--- src/rtl/nn_input_sequencer.sv ---
// Byte-stream front end for the feed-forward classifier: packs four feature bytes into
// a vector, holds it on x0..x3 for HOLD_CYCLES, then returns the sampled {y1,y0}.
module nn_input_sequencer #(
  parameter int HOLD_CYCLES = 9,
  parameter bit SIGNED_IN   = 1'b0
) (
  input  logic              CLK,
  input  logic              RST,
  input  logic [7:0]        in_data,
  input  logic              in_valid,
  output logic              in_ready,
  output logic signed [8:0] x0,
  output logic signed [8:0] x1,
  output logic signed [8:0] x2,
  output logic signed [8:0] x3,
  input  logic              y0,
  input  logic              y1,
  output logic              vec_start,
  output logic              busy,
  output logic              res_valid,
  output logic [1:0]        res_y
);

  localparam int NUM_LANES = 4;

  typedef enum logic {IDLE, HOLD} state_t;

  state_t                        state;
  logic [NUM_LANES-1:0][7:0]     shadow;
  logic [NUM_LANES-1:0][8:0]     xv;
  logic [NUM_LANES-1:0][8:0]     xnext;
  logic [2:0]                    fcnt;
  logic [7:0]                    hcnt;
  logic                          full, accept, hold_done, xfer;

  assign full      = (fcnt == 3'd4);
  assign in_ready  = !full;
  assign accept    = in_valid && in_ready;
  assign hold_done = (state == HOLD) && (hcnt == 8'd0);
  // A full shadow moves to x0..x3 either from IDLE or on the hold-expiry edge (back-to-back).
  assign xfer      = full && ((state == IDLE) || hold_done);
  assign busy      = (state == HOLD);

  generate
    for (genvar i = 0; i < NUM_LANES; i++) begin : g_ext
      assign xnext[i] = {(SIGNED_IN ? shadow[i][7] : 1'b0), shadow[i]};
    end
  endgenerate

  assign x0 = $signed(xv[0]);
  assign x1 = $signed(xv[1]);
  assign x2 = $signed(xv[2]);
  assign x3 = $signed(xv[3]);

  always_ff @(posedge CLK or posedge RST) begin
    if (RST) begin
      state     <= IDLE;
      shadow    <= '0;
      xv        <= '0;
      fcnt      <= 3'd0;
      hcnt      <= 8'd0;
      vec_start <= 1'b0;
      res_valid <= 1'b0;
      res_y     <= 2'b00;
    end else begin
      vec_start <= xfer;
      res_valid <= hold_done;
      if (hold_done) res_y <= {y1, y0};
      // Fill never coincides with a transfer: in_ready is low whenever the shadow is full.
      if (accept) begin
        shadow[fcnt[1:0]] <= in_data;
        fcnt              <= fcnt + 3'd1;
      end
      if (xfer) begin
        xv    <= xnext;
        fcnt  <= 3'd0;
        hcnt  <= 8'(HOLD_CYCLES - 1);
        state <= HOLD;
      end else if (hold_done) begin
        state <= IDLE;
      end else if (state == HOLD) begin
        hcnt <= hcnt - 8'd1;
      end
    end
  end

endmodule
--- config.mk ---
export PLATFORM = sky130hd
export DESIGN_NAME = nn_input_sequencer
export DESIGN_NICKNAME = d
export VERILOG_FILES = /design/src/rtl/nn_input_sequencer.sv
export SDC_FILE = /design/constraint.sdc
export NUM_CORES = 1
export LEC_CHECK = 0
export CORE_MARGIN = 8
export CORE_UTILIZATION = 52
export CTS_CLUSTER_DIAMETER = 30
export DETAILED_ROUTE_END_ITERATION = 10
export MAX_ROUTING_LAYER = met4
export PLACE_DENSITY = 0.78
export SLEW_MARGIN = 20
export SYNTH_ARGS = -nofsm -noshare
export SYNTH_HDL_FRONTEND = slang
export SYNTH_SLANG_ARGS = --single-unit
--- constraint.sdc ---
create_clock -name CLK -period 3.2 [get_ports CLK]
set_input_delay 0.64 -clock CLK [delete_from_list [all_inputs] [get_ports CLK]]
set_output_delay 0.64 -clock CLK [all_outputs]
set_load 0.03 [all_outputs]
==> impl_results.md <==
* Filler instances at 427
* Clk_lat worst skew at 0.35 ns
* Placer Congestion at 0.834
* Post-DP HPWL at 4120 um
* Hold WC Path Type: reg2reg
* Power per cell area at 1090 nW/um^2
* Peak Freq at 353 MHz
* Root buf cell: clkbuf_8
* Least-Margin Pin Slew at 0.624 ns
* Setup Crit Path Kind: reg2out
* ANT nets after route at 0
* Sequential cell area at 2000 sq um
* Initial antenna violation count at 0
* CTS H-tree depth at 3
* Asr flop ratio synth at 100%
* Ys Warns at 0
* Required time of the critical path at 2.56 ns
* Endpoint class of the critical path: output port
* Via count at 1846
* Clk slew on worst S/H paths at 0.08 ns
* Leak at 1.81 nW
* TNS Setup at 0 ns
* Layout cell share with drive strength beyond 1 at 27.4%
* Resized cells post-CTS at 0
* First-pass GRT wire length at 9970 um
* Core ar. at 5990 sq um
* Setup bufs post-CTS at 0
* Number of port buffers at 50
* Clock Path Buffers at 2
* Fin. Hold Viols at 0
* CTS sink cnt at 80
* Final Cycle Share at 88.6%
* Skew final at 0.00965 ns
* P&R area growth vs syn at 24.5%
* Maxcap violations at 0
* Share of the core filled with cells at 67.5%
* Final min period at 2.84 ns
* Synth Area in XOR/XNOR at 0.539%
* Global route overflow at 0
* Worst setup SP type: flop
* Worst-path fanout max at 15
* Mux contribution to synthesized area at 25.2%
* Simple-Gate Fraction of Synth Area at 4.12%
* Commonest cells after routing, fill and taps aside: dfrtp_1, clkdlybuf4s50_1, mux2_2, mux2_1, clkbuf_8
* Seq/Total Area, Yosys at 61.7%
* Crit path DAT at 2.20 ns
* Multi-input logic area at 1150 sq um
* CTS tree: done
* EDFF count, synth at 0
* IO Count at 55
* Antenna diodes at 0
* Synth Area in Compound Gates at 2.85%
* Most common cell after layout, fill and taps aside: dfrtp_1
* Syn_area_per_cell at 15.2 sq um
* Adder-cell share of the synthesized area at 2.31%
* Primary FF master, synth: dfrtp_1
* Pins Over Slew Limit at 0
* Post-synth top area share at 61.7%
* Synth top area cells: dfrtp_1, mux2_2, mux2_1
* Largest area contributor in the netlist: dfrtp_1
* Vias in the first global route at 1951
* Initial Util at 54.2%
* Die height at 95.0 um
* Post-Syn Area at 3250 sq um
* Largest net degree at the start of global routing at 46
* Status: finished, final reports clean
* Cells after Synth at 213
* Final setup violating endpoints at 0
* 1st-iter DRT viols at 63
* Distinct cells, synth at 32
* Worst vdd ir at 0.000604 V
* DIE AREA at 9030 sq um
* Setup repair after global routing missed its margin: false
* DR DRC count at 0
* Routed wire length at 5910 um
* Cts hold-fix bufs at 0
* Rel. slew slack at 58.3%
* All-Layer GR Usage at 15.1%
* Die Wd at 95.0 um
* Main combinational cell family by area after synthesis: multiplexers
* #FFs+latches synth at 80
* NumNets Final at 288
* Routed len/inst at 16.9 um
* Number of buffers created by CTS at 9
* Placement Rows at 28
* DRT Pass-1 Iters at 4
* Drt via density at 5.29
## worst max-delay path, cell delays in order (launching register included)
cell	delay, ns
dfrtp_1	0.38
inv_1	0.09
ha_1	0.26
nand2_1	0.36
clkdlybuf4s50_1	0.76
## state kept, by name (all words and copies together), names as in the netlist, 2 cells and up
register / count
x3: 8
x2: 8
x0: 8
shadow: 32
x1: 8
res_y: 2
hcnt: 8
fcnt: 3
## routing by layer
metal,wire [um],vias up,GRT usage [%],part of all wire [%]
li1,-,858,-,-
met1,2680,937,18.6,45
met2,2840,41,22.9,48
met3,284,10,4.17,4.8
met4,109,0,7.02,1.8
met5,0,-,-,0
## cell usage after synthesis, types with 2 or more instances
cell       n
dfrtp_1   80
mux2_4     9
nor3_1     2
o21ai_0    7
buf_6      3
nand3_1    6
mux2_1    17
clkbuf_1   2
mux2_2    41
buf_4      4
nor2_1     4
nand2_1    4
mux2i_1    3
o211ai_1   3
inv_1      6
ha_1       6
## cells by family (layout without fill, tap and decap cells)
logic type | count (synthesis) | after routing
flip-flops | 80 | 80
multiplexers | 70 | 70
AND/OR/NAND/NOR | 23 | 23
buffers and inverters | 17 | 75
AO/OA/AOI/OAI | 14 | 14
adder cells (fa/ha/maj) | 6 | 6
XOR/XNOR | 2 | 2
other | 1 | 4
## metrics by stage
step / area [sq um] / hold WS (ns) / setup slack (ns) / std cells / total power [mW]
detailed placement: 3800 / 0.465 / 0.709 / 333 / 3.60
global placement: 3800 / 0.462 / 0.790 / 333 / 3.55
finish: 4040 / 0.475 / 0.365 / 349 / 4.42
floorplan: 3260 / 0.434 / 0.508 / 216 / 2.94
CTS: 4040 / 0.476 / 0.378 / 349 / 4.47
global route: 4040 / 0.505 / 0.270 / 349 / 4.68
## path summary, 6_finish.rpt
path	from	end	slack [ns]	depth (start not counted)
setup / recovery	fcnt[0]$_DFFE_PP0P_	in_ready	0.36	4
hold / removal	hcnt[7]$_DFFE_PP0P_	hcnt[7]$_DFFE_PP0P_	0.47	1
setup reg to reg	hcnt[0]$_DFFE_PP0P_	x3[7]$_DFFE_PP0P_	0.68	7
hold reg to reg	hcnt[7]$_DFFE_PP0P_	hcnt[7]$_DFFE_PP0P_	0.47	1
max in group asynchronous	RST	shadow[14]$_DFFE_PP0P_	1.90	3
min in group asynchronous	RST	x1[4]$_DFFE_PP0P_	0.67	2
## power breakdown
part	switching, mW	internal, mW	leakage (nW)
clock network	0.364	0.488	0.118
registers	0.283	1.50	0.975
logic	0.907	0.876	0.722
total	1.55	2.86	1.81
## layout make-up
type,count,share of cell area [%]
inverters,7,0.712
multi-input cells,119,28.5
clock inverters,5,2.17
flip-flops and latches,80,49.5
clock buffers,11,3.74
well taps,75,2.32
repair buffers,52,13.1
Power figures use the tool's default switching activity.
